**config.mk**
```make
export PLATFORM = sky130hd
export DESIGN_NAME = ex_muldiv_unit
export DESIGN_NICKNAME = d
export VERILOG_FILES = /design/src/rtl/md_pkg.sv /design/src/rtl/md_datapath.sv /design/src/rtl/ex_muldiv_unit.sv
export SDC_FILE = /design/constraint.sdc
export NUM_CORES = 1
export LEC_CHECK = 0
export BUFFER_PORTS_ARGS = -buffer_cell sky130_fd_sc_hd__buf_2
export CORE_MARGIN = 4
export CORE_UTILIZATION = 30
export DETAILED_ROUTE_END_ITERATION = 10
export PLACE_DENSITY = 0.56
export SLEW_MARGIN = 15
export SYNTH_ARGS = -nofsm -noshare
export SYNTH_HDL_FRONTEND = slang
export SYNTH_HIERARCHICAL = 1
export SYNTH_SLANG_ARGS = --single-unit
export TNS_END_PERCENT = 100
```
**constraint.sdc**
```tcl
create_clock -name clk -period 4.3 [get_ports clk]
set_input_delay 0.86 -clock clk [delete_from_list [all_inputs] [get_ports clk]]
set_output_delay 0.86 -clock clk [all_outputs]
set_load 0.01 [all_outputs]
```
**src/rtl/md_pkg.sv**
```systemverilog
// md_pkg: shared definitions for the EX-stage multiply/divide unit.
//   MD_XLEN      default operand / HI / LO width
//   MD_*         op encodings presented on the op port (6-7 are no-ops)
//   md_state_e   sequencing FSM states
package md_pkg;

  localparam int MD_XLEN = 32;

  localparam logic [2:0] MD_MULT  = 3'd0;
  localparam logic [2:0] MD_MULTU = 3'd1;
  localparam logic [2:0] MD_DIV   = 3'd2;
  localparam logic [2:0] MD_DIVU  = 3'd3;
  localparam logic [2:0] MD_MTHI  = 3'd4;
  localparam logic [2:0] MD_MTLO  = 3'd5;

  typedef enum logic [1:0] {
    ST_IDLE,
    ST_MUL,
    ST_DIV,
    ST_FIX
  } md_state_e;

endpackage

```
**src/rtl/md_datapath.sv**
```systemverilog
// md_datapath: iterative arithmetic core of the multiply/divide unit.
//   clk, reset       clock, synchronous active-high reset
//   load             capture operands, sign flags and mode
//   step             one shift-add (mult) or shift-subtract (div) iteration
//   is_div           selects divide mode at load
//   is_signed        treat operands as two's complement at load
//   data_s, data_t   rs / rt operands
//   res_hi, res_lo   sign-corrected result, valid after XLEN steps
import md_pkg::*;

module md_datapath #(
  parameter int XLEN = MD_XLEN
) (
  input  logic            clk,
  input  logic            reset,
  input  logic            load,
  input  logic            step,
  input  logic            is_div,
  input  logic            is_signed,
  input  logic [XLEN-1:0] data_s,
  input  logic [XLEN-1:0] data_t,
  output logic [XLEN-1:0] res_hi,
  output logic [XLEN-1:0] res_lo
);

  // Accumulator: multiply holds {partial product, remaining multiplier},
  // divide holds {partial remainder, remaining dividend / quotient bits}.
  logic [2*XLEN-1:0] acc;
  logic [XLEN-1:0]   mag_b;
  logic [XLEN-1:0]   orig_s;
  logic              div_mode;
  logic              neg_res;
  logic              neg_rem;
  logic              div_zero;

  logic              sign_s, sign_t;
  logic [XLEN-1:0]   mag_s_in, mag_t_in;
  logic [XLEN:0]     add_sum;
  logic [XLEN:0]     trial;
  logic [2*XLEN-1:0] prod;
  logic [XLEN-1:0]   quo, rem;

  assign sign_s   = is_signed & data_s[XLEN-1];
  assign sign_t   = is_signed & data_t[XLEN-1];
  assign mag_s_in = sign_s ? -data_s : data_s;
  assign mag_t_in = sign_t ? -data_t : data_t;

  // Carry into bit XLEN of add_sum becomes the top bit after the right shift.
  assign add_sum = {1'b0, acc[2*XLEN-1:XLEN]} + (acc[0] ? {1'b0, mag_b} : '0);
  // Remainder is always below the divisor, so bit XLEN of trial is a clean borrow.
  assign trial   = acc[2*XLEN-1:XLEN-1] - {1'b0, mag_b};

  always_ff @(posedge clk) begin
    if (reset) begin
      acc      <= '0;
      mag_b    <= '0;
      orig_s   <= '0;
      div_mode <= 1'b0;
      neg_res  <= 1'b0;
      neg_rem  <= 1'b0;
      div_zero <= 1'b0;
    end else if (load) begin
      acc      <= {{XLEN{1'b0}}, mag_s_in};
      mag_b    <= mag_t_in;
      orig_s   <= data_s;
      div_mode <= is_div;
      neg_res  <= sign_s ^ sign_t;
      neg_rem  <= sign_s;
      div_zero <= (data_t == '0);
    end else if (step) begin
      if (!div_mode) begin
        acc <= {add_sum, acc[XLEN-1:1]};
      end else if (!trial[XLEN]) begin
        acc <= {trial[XLEN-1:0], acc[XLEN-2:0], 1'b1};
      end else begin
        acc <= {acc[2*XLEN-2:0], 1'b0};
      end
    end
  end

  assign prod = neg_res ? -acc : acc;
  assign quo  = acc[XLEN-1:0];
  assign rem  = acc[2*XLEN-1:XLEN];

  // Divide by zero bypasses the iteration result entirely. INT_MIN / -1 needs
  // no special case: its quotient magnitude negates back onto itself.
  always_comb begin
    res_hi = prod[2*XLEN-1:XLEN];
    res_lo = prod[XLEN-1:0];
    if (div_mode) begin
      if (div_zero) begin
        res_hi = orig_s;
        res_lo = '1;
      end else begin
        res_hi = neg_rem ? -rem : rem;
        res_lo = neg_res ? -quo : quo;
      end
    end
  end

endmodule

```
**src/rtl/ex_muldiv_unit.sv**
```systemverilog
// ex_muldiv_unit: EX-stage iterative MULT/MULTU/DIV/DIVU unit owning HI/LO.
//   clk, reset      clock, synchronous active-high reset
//   we, kill        stage advance enable, flush (abort / block issue)
//   start, op       mult/div/MT op present in EX and its encoding
//   mf_req          MFHI/MFLO present in EX
//   data_s, data_t  rs / rt operands
//   busy, stall     op in flight; pipeline must hold
//   done            result committed to HI/LO this cycle
//   hi, lo          architectural HI / LO registers
import md_pkg::*;

module ex_muldiv_unit #(
  parameter int XLEN = MD_XLEN
) (
  input  logic            clk,
  input  logic            reset,
  input  logic            we,
  input  logic            kill,
  input  logic            start,
  input  logic [2:0]      op,
  input  logic            mf_req,
  input  logic [XLEN-1:0] data_s,
  input  logic [XLEN-1:0] data_t,
  output logic            busy,
  output logic            stall,
  output logic            done,
  output logic [XLEN-1:0] hi,
  output logic [XLEN-1:0] lo
);

  localparam int CNT_W = $clog2(XLEN) + 1;

  md_state_e       state, state_nx;
  logic [CNT_W-1:0] cnt;
  logic            accept;
  logic            is_div_op, is_muldiv, is_signed_op, last_iter;
  logic            dp_load, dp_step;
  logic [XLEN-1:0] res_hi, res_lo;

  assign accept       = start & we & ~kill & (state == ST_IDLE);
  assign is_div_op    = (op == MD_DIV) | (op == MD_DIVU);
  assign is_muldiv    = (op == MD_MULT) | (op == MD_MULTU) | is_div_op;
  assign is_signed_op = (op == MD_MULT) | (op == MD_DIV);
  assign last_iter    = (cnt == CNT_W'(XLEN - 1));
  assign stall        = busy & (start | mf_req);

  always_ff @(posedge clk) begin
    if (reset) state <= ST_IDLE;
    else       state <= state_nx;
  end

  // Kill aborts MUL/DIV but not FIX, so a result reaching FIX always commits.
  always_comb begin
    state_nx = state;
    busy     = 1'b0;
    done     = 1'b0;
    dp_load  = 1'b0;
    dp_step  = 1'b0;
    case (state)
      ST_IDLE: begin
        if (accept && is_muldiv) begin
          dp_load  = 1'b1;
          state_nx = is_div_op ? ST_DIV : ST_MUL;
        end
      end
      ST_MUL, ST_DIV: begin
        busy    = 1'b1;
        dp_step = 1'b1;
        if (kill)           state_nx = ST_IDLE;
        else if (last_iter) state_nx = ST_FIX;
      end
      ST_FIX: begin
        busy     = 1'b1;
        done     = 1'b1;
        state_nx = ST_IDLE;
      end
      default: state_nx = ST_IDLE;
    endcase
  end

  always_ff @(posedge clk) begin
    if (reset || dp_load) cnt <= '0;
    else if (dp_step)     cnt <= cnt + 1'b1;
  end

  always_ff @(posedge clk) begin
    if (reset) begin
      hi <= '0;
      lo <= '0;
    end else if (state == ST_FIX) begin
      hi <= res_hi;
      lo <= res_lo;
    end else if (accept && op == MD_MTHI) begin
      hi <= data_s;
    end else if (accept && op == MD_MTLO) begin
      lo <= data_s;
    end
  end

  md_datapath #(.XLEN(XLEN)) u_datapath (
    .clk       (clk),
    .reset     (reset),
    .load      (dp_load),
    .step      (dp_step),
    .is_div    (is_div_op),
    .is_signed (is_signed_op),
    .data_s    (data_s),
    .data_t    (data_t),
    .res_hi    (res_hi),
    .res_lo    (res_lo)
  );

endmodule

```
# Word level (Yosys, flattened, before mapping)
# Index checks and enable logic that the tools add are counted.
# word_totals
mem_bits_ro	0
elab_cells	89
out_inout_bits	67
ramBits	0
latchBits	0
mem_count	0
reg_bits	204
# op_classes
n_reduce_logical	15
div_mod_pow	0
shifts	0
n_lt_le_gt_ge	0
muxes	29
bitwise	13
n_addsub	8
eq_ne	12
multipliers	0
# op_table
operator	n
32-bit 2-to-1 mux	16
64-bit 2-to-1 mux	3
32-bit negator	4
64-bit negator	1
32-bit by 32-bit adder with 33-bit output	1
33-bit by 32-bit subtractor with 33-bit output	1
32-bit zero test	1
2-bit 2-to-1 mux	4
6-bit by 1-bit adder with 6-bit output (second input constant)	1
1-bit AND	6
3-bit by 2-bit == test with 1-bit output (second input constant)	2
3-bit == test (second input constant)	2
6-bit by 5-bit == test with 1-bit output (second input constant)	1
2-bit case mux with 3 select lines	1
2-bit nonzero test	3
1-bit 2-to-1 mux	5
1-bit bitwise OR	5
2-bit == test (second input constant)	2
2-bit AND reduction	2
2-bit OR reduction	2
3-bit by 1-bit == test with 1-bit output (second input constant)	1
1-bit logical AND	3
3-bit zero test	1
3-bit inequality test (second input constant)	1
other kinds (8)	8

# Logic depth before layout (Yosys ltp)
# Gate-level depths: netlist (run 1).
# logic_depth
word_depth	7
ltp_mapped	16
mapped_depth_nobuf	14

# Cells and area by module
# Netlist (run 1), hierarchy kept.
# modules_own_cells
module	cells_each	seq_area_each_um2	n_inst	area_per_inst_um2
md_datapath	1814	2642.5	1	13205.2
ex_muldiv_unit	405	1441.4	1	4240.3

# Worst setup path before layout (run 1)
# OpenSTA, ideal clock, no wires.
# synth_timing
path_type	register -> register
start	register u_datapath.acc[2]
end	register hi[28]
stages_incl_launch_ff	16
setup_ps	121
setup_slack_ps	719
arrival_time_ps	3460
n_path_buf	3
cell_sequence	dfxtp_1 buf_6 or4_4 or4_4 or4_1 clkbuf_2 nand2b_4 or3_1 buf_6 o41ai_4 xnor2_1 nor2_1 a21oi_1 mux2i_1 nor2_1 mux2_4
# synth_via
elab_chain_len	4
# synth_rtl
element	line	text
start: declaration	md_datapath.sv:28	logic [2*XLEN-1:0] acc;
start signal: assignment	md_datapath.sv:63	acc <= {{XLEN{1'b0}}, mag_s_in};
start signal: assignment	md_datapath.sv:72	acc <= {add_sum, acc[XLEN-1:1]};
start signal: assignment	md_datapath.sv:74	acc <= {trial[XLEN-1:0], acc[XLEN-2:0], 1'b1};
64-bit negator	md_datapath.sv:81	assign prod = neg_res ? -acc : acc;
64-bit 2-to-1 mux	md_datapath.sv:81	
32-bit 2-to-1 mux	md_datapath.sv:90	if (div_mode) begin
named net res_hi[28]	ex_muldiv_unit.sv:38	logic [XLEN-1:0] res_hi, res_lo;
32-bit 2-to-1 mux	ex_muldiv_unit.sv:90	end else if (state == ST_FIX) begin
end signal: assignment	ex_muldiv_unit.sv:91	hi <= res_hi;
end signal: assignment	ex_muldiv_unit.sv:94	hi <= data_s;
end: declaration	ex_muldiv_unit.sv:27	output logic [XLEN-1:0] hi,
# The timed path passes the listed nets, and every way through them passes these cells.
# A chain may end at the register's enable or synchronous reset.

# Worst setup path after layout (run 1)
# layout_timing
start	register u_datapath.acc[37]
end	register u_datapath.acc[63]
# layout_via
elab_chain_len	3
# layout_rtl
element	line	text
33-bit by 32-bit subtractor with 33-bit output	md_datapath.sv:51	assign trial = acc[2*XLEN-1:XLEN-1] - {1'b0, mag_b};
64-bit 2-to-1 mux	md_datapath.sv:73	end else if (!trial[XLEN]) begin
64-bit 2-to-1 mux (*)	md_datapath.sv:71	if (!div_mode) begin
# Every way passes the cells marked *; elsewhere a longest branch is shown, timed or not.

==> summary.txt, run 1 <==
Route
  • Vias per inst: 5.29
  • Pre-antenna DRT Iters: 6
  • # DRC: 0
  • Vias post-DR: 16200
  • Final ANT Viol Nets: 0
  • Post-Route WL: 57.9 mm
  • Routed len/inst: 18.9 um
  • Drt first-iter violations: 1171

Placement
  • Pre-CTS setup slack: 391 ps
  • Dpl cells: 3026
  • # port buffers: 139
  • Dpl hpwl: 43.1 mm
  • Routability Congestion: 0.955

Logic synthesis
  • Register area share after synthesis: 0.234
  • Mapped cell area: 17400 um^2
  • Post-synth EDFFs: 0
  • Post-synth top area cell: dfxtp_1
  • Ys async rst share: 0
  • Top-count cell post-synth: nor2_1
  • Net count after synthesis: 2366
  • Syn Inst Count: 2219
  • Syn avg cell area: 7.86 um^2
  • Seq cells post-synth: 204
  • Top cells by count, synth: nor2_1, dfxtp_1, mux2i_1
  • Ys flop type: dfxtp_1
  • Synth area leaders: dfxtp_1, mux2i_1, nor2_1, xnor2_1, ha_1
  • Top-area cell type share of the netlist area: 0.234
  • Synth Warn #: 6
  • Post-synth cell types: 76

Worst setup path
  • Crit. End Element: flop
  • Critical Path Start: u_datapath/acc[37]
  • R2R Path End: u_datapath/acc[63]
  • Arr. time, crit path: 4440 ps
  • Worst r2r path cells: 10
  • RR Startpoint: u_datapath/acc[37]
  • Worst Path Required: 4810 ps
  • Worst-path maximum fanout: 10
  • CP Class: flop to flop
  • R2R Setup Slk: 370 ps
  • Crit start category: flop

Clock tree
  • Clk root buf: clkbuf_16
  • Clk buf depth: 3
  • Clock Latency Late Sink: 560 ps
  • CTS tree: done
  • Clock buffer count from CTS: 25
  • # hold bufs at CTS: 0
  • Postcts setup bufs: 0
  • Reg clk slew, reported paths: 60 ps
  • Cts repair resizes: 0
  • Clock sink count: 204
  • CTS H-tree depth: 1

Final layout
  • P&R area growth vs syn: 13.0%
  • Nets: 2435
  • Post-Layout Cell Count: 3070
  • Share of layout cells above drive strength 1: 0.147
  • Ant diodes: 0

Die
  • Starting Density: 0.303
  • Die width: 249 um
  • Row cnt: 88
  • Core ar.: 57600 um^2
  • Io pins: 140
  • Die area: 62100 um^2
  • Die Ht: 249 um

Timing
  • Fin. max-slew vios: 0
  • TNS Setup: 0 ps
  • Final Setup Violations: 0
  • Worst slew pin tran: 1110 ps
  • Final min period: 3930 ps
  • Final period util: 0.914
  • Slew headroom: 0.262
  • WHS: 484 ps
  • Fin. Hold Viols: 0
  • Achievable frequency: 0.254 GHz
  • Final Skew: 8.30 ps
  • RSZ-0062 raised after global routing: false
  • Fin worst setup slack: 369 ps

Global routing
  • Vias in the first global route: 15400
  • First-pass GRT wire length: 89.6 mm
  • Largest net degree at the start of global routing: 86
  • Initial antenna violation count: 0
  • Global route total overflow: 0
  • Total global-route track usage: 0.175

Power
  • PD cells: 649 nW/um^2
  • Internal power: 0.00658 W
  • Overall power: 0.0128 W
  • Psw: 0.00621 W
  • Logic pwr share: 0.635
  • Peak supply drop: 0.000476 V
  • Seq pwr share: 0.203
  • Clk pwr share: 0.162
  • P_leak: 7.94 nW
  • Sw frac: 0.485

Min path
  • Hold Crit Class: flop to flop
  • Hold path start: u_datapath/mag_b[12]
  • Hold Path End: u_datapath/mag_b[12]
  • Hold Path Cell Cnt: 2

Status
  • Status: complete, no violations

Flow run
  • Max cap viols: 0
-- how the worst max path moves through the flow --
stage | cells past startpoint | to | slack, ps
6_report | 10 | u_datapath/acc[63] | 370
2_1_floorplan | 15 | hi[28] | 720
5_1_grt | 13 | u_datapath/acc[55] | 50
3_5_place_dp | 12 | hi[20] | 390
3_3_place_gp | 12 | hi[20] | 440
4_1_cts | 12 | hi[20] | 380
-- power by group through the flow --
stage / Sequential (W) / Combinational [W] / Clock, W
detailed placement: 0.00263 / 0.00799 / 0
finish: 0.00260 / 0.00812 / 0.00207
CTS: 0.00259 / 0.00801 / 0.00212
global route: 0.00264 / 0.00885 / 0.00218
floorplan: 0.00247 / 0.00580 / 0
global placement: 0.00262 / 0.00791 / 0
-- final cells by class --
type                       instances  area (um^2)
clock inverter                     7         55.1
tap                              765          957
sequential                       204         4090
timing repair buffer             196         1180
clock buffer                      37          721
inverter                          68          255
fill                            6074        37900
multi-input combinational       1793        12500
-- flip-flops by register name (all words and copies together) (netlist names) --
signal and count:
u_datapath/div_mode 1, u_datapath/mag_b 32, u_datapath/div_zero 1, hi 32, u_datapath/orig_s 32, cnt 6, u_datapath/neg_rem 1, lo 32
state 2, u_datapath/neg_res 1, u_datapath/acc 64
-- logic make-up after synthesis --
family,Yosys count,synth area share
adder cells (fa/ha/maj),74,0.0539
AND/OR/NAND/NOR,725,0.198
XOR/XNOR,197,0.0989
multiplexers,248,0.160
flip-flops,204,0.234
AO/OA/AOI/OAI,549,0.201
buffers and inverters,222,0.0543
-- cells in the final DEF (no fill, tap or decap), drive strengths merged, types with 9 or more instances in the layout --
master    n
inv      68
o41ai    16
a31oi    20
dfxtp   204
nand3    29
nor3     24
clkbuf   37
o21ai   145
nand2   138
mux2     68
a211oi   52
nand4    13
a21o     35
o211ai   12
mux2i   180
and3     17
and2     11
or4      17
ha       72
o21a      9
a311oi   16
buf     196
nor2    307
xor2     84
nor4      9
nand2b   25
or3      29
o31ai    29
xnor2   113
a21oi   154
o22ai    11
nor2b    74
-- metrics by stage --
step | cell area, um^2 | util
floorplan | 17400 | -
global placement | 18900 | 0.329
detailed placement | 18900 | 0.329
CTS | 19700 | 0.342
global route | 19700 | 0.342
finish | 19700 | 0.342
-- metal layers --
metal	up-vias	global-route usage	wire, um	share of wire
met3	69	0.0264	3200	0.055
li1	8026	-	-	-
met2	445	0.283	25900	0.45
met5	-	0	0	0
met1	7688	0.249	27500	0.48
met4	0	0.0368	1240	0.021
-- critical path, cell delays in order (launching register included) --
cell and delay (ps):
dfxtp_1 630, ha_1 380, a211oi_1 290, o21bai_1 200, or3b_2 520, nor4bb_1 210, o31ai_1 540, a21boi_0 320
o21a_1 230, o311ai_0 370, a22o_1 180
Note: power is estimated with default switching activity, not from simulation.
==> run 2, diff against run 1 <==
--- a/config.mk
+++ b/config.mk
@@ -10,6 +10,7 @@
 export CORE_UTILIZATION = 30
 export DETAILED_ROUTE_END_ITERATION = 10
 export PLACE_DENSITY = 0.56
+export RECOVER_POWER = 25
 export SLEW_MARGIN = 15
 export SYNTH_ARGS = -nofsm -noshare
 export SYNTH_HDL_FRONTEND = slang
==> run 2 against run 1 <==
  * First-iteration DRC count decreased by 0.68%
  * Sequential share of layout area increased by 0.086 points
  * Clock-buffer cell count unchanged
  * Total power about the same
  * Utilization decreased by 0.14 points
  * Flip-flop and latch count unchanged
  * Worst setup slack improved by 18 ps
  * Combinational power about the same
  * Cell count unchanged
  * Fmax increased by 0.46%
  * Clock power about the same
  * Critical endpoint is now hi[20]
  * Largest cell class unchanged
==> summary.txt, run 2 (same netlist as run 1, synthesis figures left out) <==
Clock tree
  • Clock sink count: 204
  • Clock Latency Late Sink: 560 ps
  • Clk root buf: clkbuf_16
  • Cts repair resizes: 0
  • Reg clk slew, reported paths: 60 ps
  • CTS tree: done
  • # hold bufs at CTS: 0
  • Clock buffer count from CTS: 25
  • Postcts setup bufs: 0
  • CTS H-tree depth: 1
  • Clk buf depth: 3

Worst setup path
  • Arr. time, crit path: 4360 ps
  • Worst-path maximum fanout: 9
  • RR Startpoint: u_datapath/acc[2]
  • R2R Setup Slk: 390 ps
  • Crit start category: flop
  • Worst r2r path cells: 12
  • CP Class: flop to flop
  • Critical Path Start: u_datapath/acc[2]
  • Crit. End Element: flop
  • Worst Path Required: 4750 ps
  • R2R Path End: hi[20]

Final layout
  • Commonest non-fill, non-tap cell in the layout: nor2_1
  • Max FFs per register: 64
  • Area taken by multi-input logic gates: 12400 um^2
  • Ant diodes: 0
  • P&R area growth vs syn: 12.5%
  • Share of layout cells above drive strength 1: 0.121
  • Sequential standard cell area: 4090 um^2
  • Reg with most FFs: u_datapath/acc
  • Nets: 2435
  • Number of fillers in the final layout: 6105
  • Commonest non-fill, non-tap cells in the layout: nor2_1, dfxtp_1, mux2i_1, a21oi_1, o21ai_0

Power
  • Peak supply drop: 0.000483 V
  • PD cells: 651 nW/um^2
  • Logic pwr share: 0.635
  • P_leak: 7.68 nW
  • Psw: 0.00621 W
  • Internal power: 0.00657 W
  • Seq pwr share: 0.204
  • Sw frac: 0.486
  • Overall power: 0.0128 W
  • Clk pwr share: 0.162

Min path
  • Hold path start: u_datapath/mag_b[12]
  • Hold Path End: u_datapath/mag_b[12]
  • Hold Path Cell Cnt: 2
  • Hold Crit Class: flop to flop

Die
  • Io pins: 140
  • Die area: 62100 um^2
  • Die Ht: 249 um
  • Die width: 249 um
  • Row cnt: 88
  • Core ar.: 57600 um^2
  • Starting Density: 0.303

Timing
  • RSZ-0062 raised after global routing: false
  • Fin. Hold Viols: 0
  • Final period util: 0.910
  • Final min period: 3910 ps
  • Fin. max-slew vios: 0
  • Final Skew: 7.83 ps
  • Slew headroom: 0.153
  • Final Setup Violations: 0
  • Achievable frequency: 0.256 GHz
  • Worst slew pin tran: 1270 ps
  • TNS Setup: 0 ps
  • Fin worst setup slack: 387 ps

Global routing
  • Global route total overflow: 0
  • Total global-route track usage: 0.175
  • Largest net degree at the start of global routing: 86
  • Initial antenna violation count: 0
  • First-pass GRT wire length: 89.6 mm
  • Vias in the first global route: 15400

Route
  • Routed len/inst: 18.9 um
  • Drt first-iter violations: 1163
  • Pre-antenna DRT Iters: 5
  • # DRC: 0
  • Vias per inst: 5.28
  • Final ANT Viol Nets: 0
  • Vias post-DR: 16200
  • Post-Route WL: 57.9 mm

Placement
  • Pre-CTS setup slack: 391 ps
  • Dpl hpwl: 43.1 mm
  • # port buffers: 139
  • Routability Congestion: 0.955

Flow run
  • Max cap viols: 0

Status
  • Status: complete, no violations
-- run 2: cell types whose count changed in the layout (fill, tap and decap cells not counted), sizes merged --
cell	change
buf	-59
clkbuf	+59
-- run 2: area by class of cell --
class,count,area share
clock inverter,7,0.00280
multi-input combinational,1793,0.634
timing repair buffer,196,0.0563
clock buffer,37,0.0367
tap,765,0.0488
inverter,68,0.0130
sequential,204,0.208
-- run 2: worst max path at each step --
stage	slack [ps]	cells after the start	end
after global placement	440	12	hi[20]
after CTS	380	12	hi[20]
after floorplan	720	15	hi[28]
after detailed placement	390	12	hi[20]
after global routing	50	13	u_datapath/acc[55]
final	390	12	hi[20]
-- run 2: power groups by stage --
stage	clock [W]	combinational, W	sequential (W)
floorplan	0	0.00580	0.00247
global placement	0	0.00791	0.00262
detailed placement	0	0.00799	0.00263
CTS	0.00212	0.00801	0.00259
global route	0.00218	0.00884	0.00264
finish	0.00207	0.00812	0.00260
-- run 2: per-layer routing --
layer / vias to the layer above / part of all wire / GRT usage
li1: 8015 / - / -
met1: 7651 / 0.48 / 0.249
met2: 481 / 0.45 / 0.283
met3: 74 / 0.053 / 0.0264
met4: 0 / 0.022 / 0.0368
met5: - / 0 / 0
-- run 2: critical path: stages, from the launching register on --
cell and delay (ps):
dfxtp_1 380, or4_4 580, or4_4 450, or4_1 470
nand2b_4 200, or3_1 570, o31ai_1 360, xnor2_1 110
nor2_1 100, a21oi_1 60, mux2i_1 190, nor2_1 60
mux2_4 270
-- run 2: metrics by stage --
step | cell area (um^2) | cells | hold slack [ps] | utilization
floorplan | 17400 | 2219 | 441 | -
global placement | 18900 | 3026 | 473 | 0.329
detailed placement | 18900 | 3026 | 482 | 0.329
CTS | 19700 | 3070 | 489 | 0.342
global route | 19600 | 3070 | 511 | 0.341
finish | 19600 | 3070 | 484 | 0.341
==> run 3, diff against run 2 <==
--- a/config.mk
+++ b/config.mk
@@ -9,7 +9,6 @@
 export CORE_MARGIN = 4
 export CORE_UTILIZATION = 30
 export DETAILED_ROUTE_END_ITERATION = 10
-export PLACE_DENSITY = 0.56
 export RECOVER_POWER = 25
 export SLEW_MARGIN = 15
 export SYNTH_ARGS = -nofsm -noshare
==> run 3 against run 2 <==
  * Global-route usage fell by 0.30 points
  * Fmax rose by 0.19%
  * Critical endpoint is now hi[28]
  * Critical path depth did not move
  * Combinational power barely moved
  * Hold slack improved by 1.1 ps
  * Non-clock buffer count fell by 11
  * The flow now finishes with violations (max-capacitance violations, max-slew violations)
==> summary.txt, run 3 (same netlist as run 1, synthesis figures left out) <==
Clock tree
  • Clock sink count: 204
  • # hold bufs at CTS: 0
  • CTS H-tree depth: 1
  • CTS tree: done
  • Clock buffer count from CTS: 25
  • Clock Latency Late Sink: 570 ps
  • Reg clk slew, reported paths: 60 ps
  • Clk buf depth: 3
  • Postcts setup bufs: 0
  • Cts repair resizes: 0
  • Clk root buf: clkbuf_16

Route
  • Vias per inst: 5.33
  • # DRC: 0
  • Routed len/inst: 18.5 um
  • Vias post-DR: 16300
  • Final ANT Viol Nets: 0
  • Pre-antenna DRT Iters: 5
  • Post-Route WL: 56.6 mm
  • Drt first-iter violations: 1407

Global routing
  • GR Layer Usage met3: 0.0231
  • Global route total overflow: 0
  • First-pass GRT wire length: 88.2 mm
  • M2 GR Usage: 0.276
  • Met1 usage in global routing: 0.248
  • Vias in the first global route: 15300
  • Initial antenna violation count: 1
  • Largest net degree at the start of global routing: 140
  • Gr busiest metal: met2
  • Total global-route track usage: 0.172

Worst setup path
  • Critical Path Start: u_datapath/acc[2]
  • Worst r2r path cells: 12
  • Crit. End Element: flop
  • R2R Path End: hi[28]
  • Crit start category: flop
  • Slowest CP cell: or4_4
  • Crit path cell chain: or4_4 > or4_4 > or4_1 > nand2b_4 > or3_1 > o41ai_4 > xnor2_1 > nor2_1 > a21oi_1 > mux2i_1 > nor2_1 > mux2_4
  • Worst-path maximum fanout: 9
  • Arr. time, crit path: 4350 ps
  • R2R Setup Slk: 390 ps
  • RR Startpoint: u_datapath/acc[2]
  • CP Class: flop to flop
  • CP peak stage delay: 580 ps
  • Critical path destination: hi[28]
  • Worst Path Required: 4750 ps

Timing
  • Final min period: 3910 ps
  • Fin. Hold Viols: 0
  • TNS Setup: 0 ps
  • Final Setup Violations: 0
  • Slew headroom: -0.126
  • Worst slew pin tran: 1690 ps
  • Final period util: 0.908
  • RSZ-0062 raised after global routing: false
  • Achievable frequency: 0.256 GHz
  • WHS: 485 ps
  • Final Skew: 29.9 ps
  • Fin. max-slew vios: 51

Power
  • Peak supply drop: 0.000535 V
  • Clk pwr share: 0.164
  • Logic pwr share: 0.633
  • PD cells: 656 nW/um^2
  • Overall power: 0.0128 W
  • Sw frac: 0.485
  • Seq pwr share: 0.202
  • Internal power: 0.00661 W
  • P_leak: 7.64 nW
  • Psw: 0.00622 W

Final layout
  • Ant diodes: 0
  • Number of fillers in the final layout: 6026
  • Max FFs per register: 64
  • Commonest non-fill, non-tap cell in the layout: nor2_1
  • Nets: 2424
  • Reg with most FFs: u_datapath/acc
  • Share of layout cells above drive strength 1: 0.115
  • P&R area growth vs syn: 12.0%
  • Design Area, Final: 19500 um^2
  • Commonest non-fill, non-tap cells in the layout: nor2_1, dfxtp_1, mux2i_1, a21oi_1, o21ai_0

Placement
  • Dpl hpwl: 42.2 mm
  • # port buffers: 139
  • Routability Congestion: 0.902
  • DP Area: 18800 um^2

Die
  • Die Ht: 249 um
  • Core ar.: 57600 um^2
  • Io pins: 140
  • Starting Density: 0.303
  • Row cnt: 88
  • Die width: 249 um
  • Die area: 62100 um^2

Min path
  • Hold Crit Class: flop to flop

Status
  • Status: complete, but fails checks
  • Failing checks: max-capacitance violations, max-slew violations

Flow run
  • Max cap viols: 1
## run 3: cell types whose count changed in the layout (fill, tap and decap cells not counted), moves of 2 or more
cell	before	now
buf_4	53	42
clkinv_2	4	2
buf_2	79	81
clkinvlp_4	2	0
## run 3: how the worst min path moves through the flow
stage	from	end	depth (start not counted)
2_1_floorplan	u_datapath/mag_b[31]	u_datapath/mag_b[31]	2
3_3_place_gp	cnt[5]	cnt[5]	2
3_5_place_dp	u_datapath/mag_b[10]	u_datapath/mag_b[10]	2
4_1_cts	u_datapath/mag_b[10]	u_datapath/mag_b[10]	2
5_1_grt	u_datapath/mag_b[28]	u_datapath/mag_b[28]	2
6_report	u_datapath/mag_b[16]	u_datapath/mag_b[16]	2
## run 3: per-stage QoR
| step | instances | worst slack, ps | utilization |
|---|---|---|---|
| final | 3058 | 394 | 0.339 |
| after global placement | 3015 | 472 | 0.327 |
| after CTS | 3058 | 411 | 0.341 |
| after detailed placement | 3015 | 416 | 0.327 |
| after global routing | 3058 | 170 | 0.339 |
| after floorplan | 2219 | 719 | - |
## run 3: layout make-up
class                   count  area, um^2  area share
clock buffers              39         738      0.0378
multi-input cells        1793       12400       0.636
flip-flops and latches    204        4090       0.209
inverters                  68         255      0.0131
repair buffers            185        1010      0.0517
clock inverters             4        60.1     0.00307
well taps                 765         957      0.0490
## run 3: worst max-delay path: cells and delay by family (launching register included)
kind            cells  cell delay, ps
xor+xnor            1             100
flops               1             390
mux                 2             440
compound gates      2             440
simple gates        7            2420
## run 3: per-layer routing
layer,vias to the layer above,share of wire
met5,-,0.00023
met4,2,0.022
met3,77,0.058
met2,518,0.44
met1,7704,0.48
li1,8003,-
## run 3: power by group through the flow
stage                     combinational, W  clock, W  sequential (W)
after floorplan                    0.00580         0         0.00247
after global placement             0.00791         0         0.00260
after detailed placement           0.00799         0         0.00262
after CTS                          0.00802   0.00218         0.00258
after global routing               0.00886   0.00224         0.00263
final                              0.00812   0.00211         0.00260
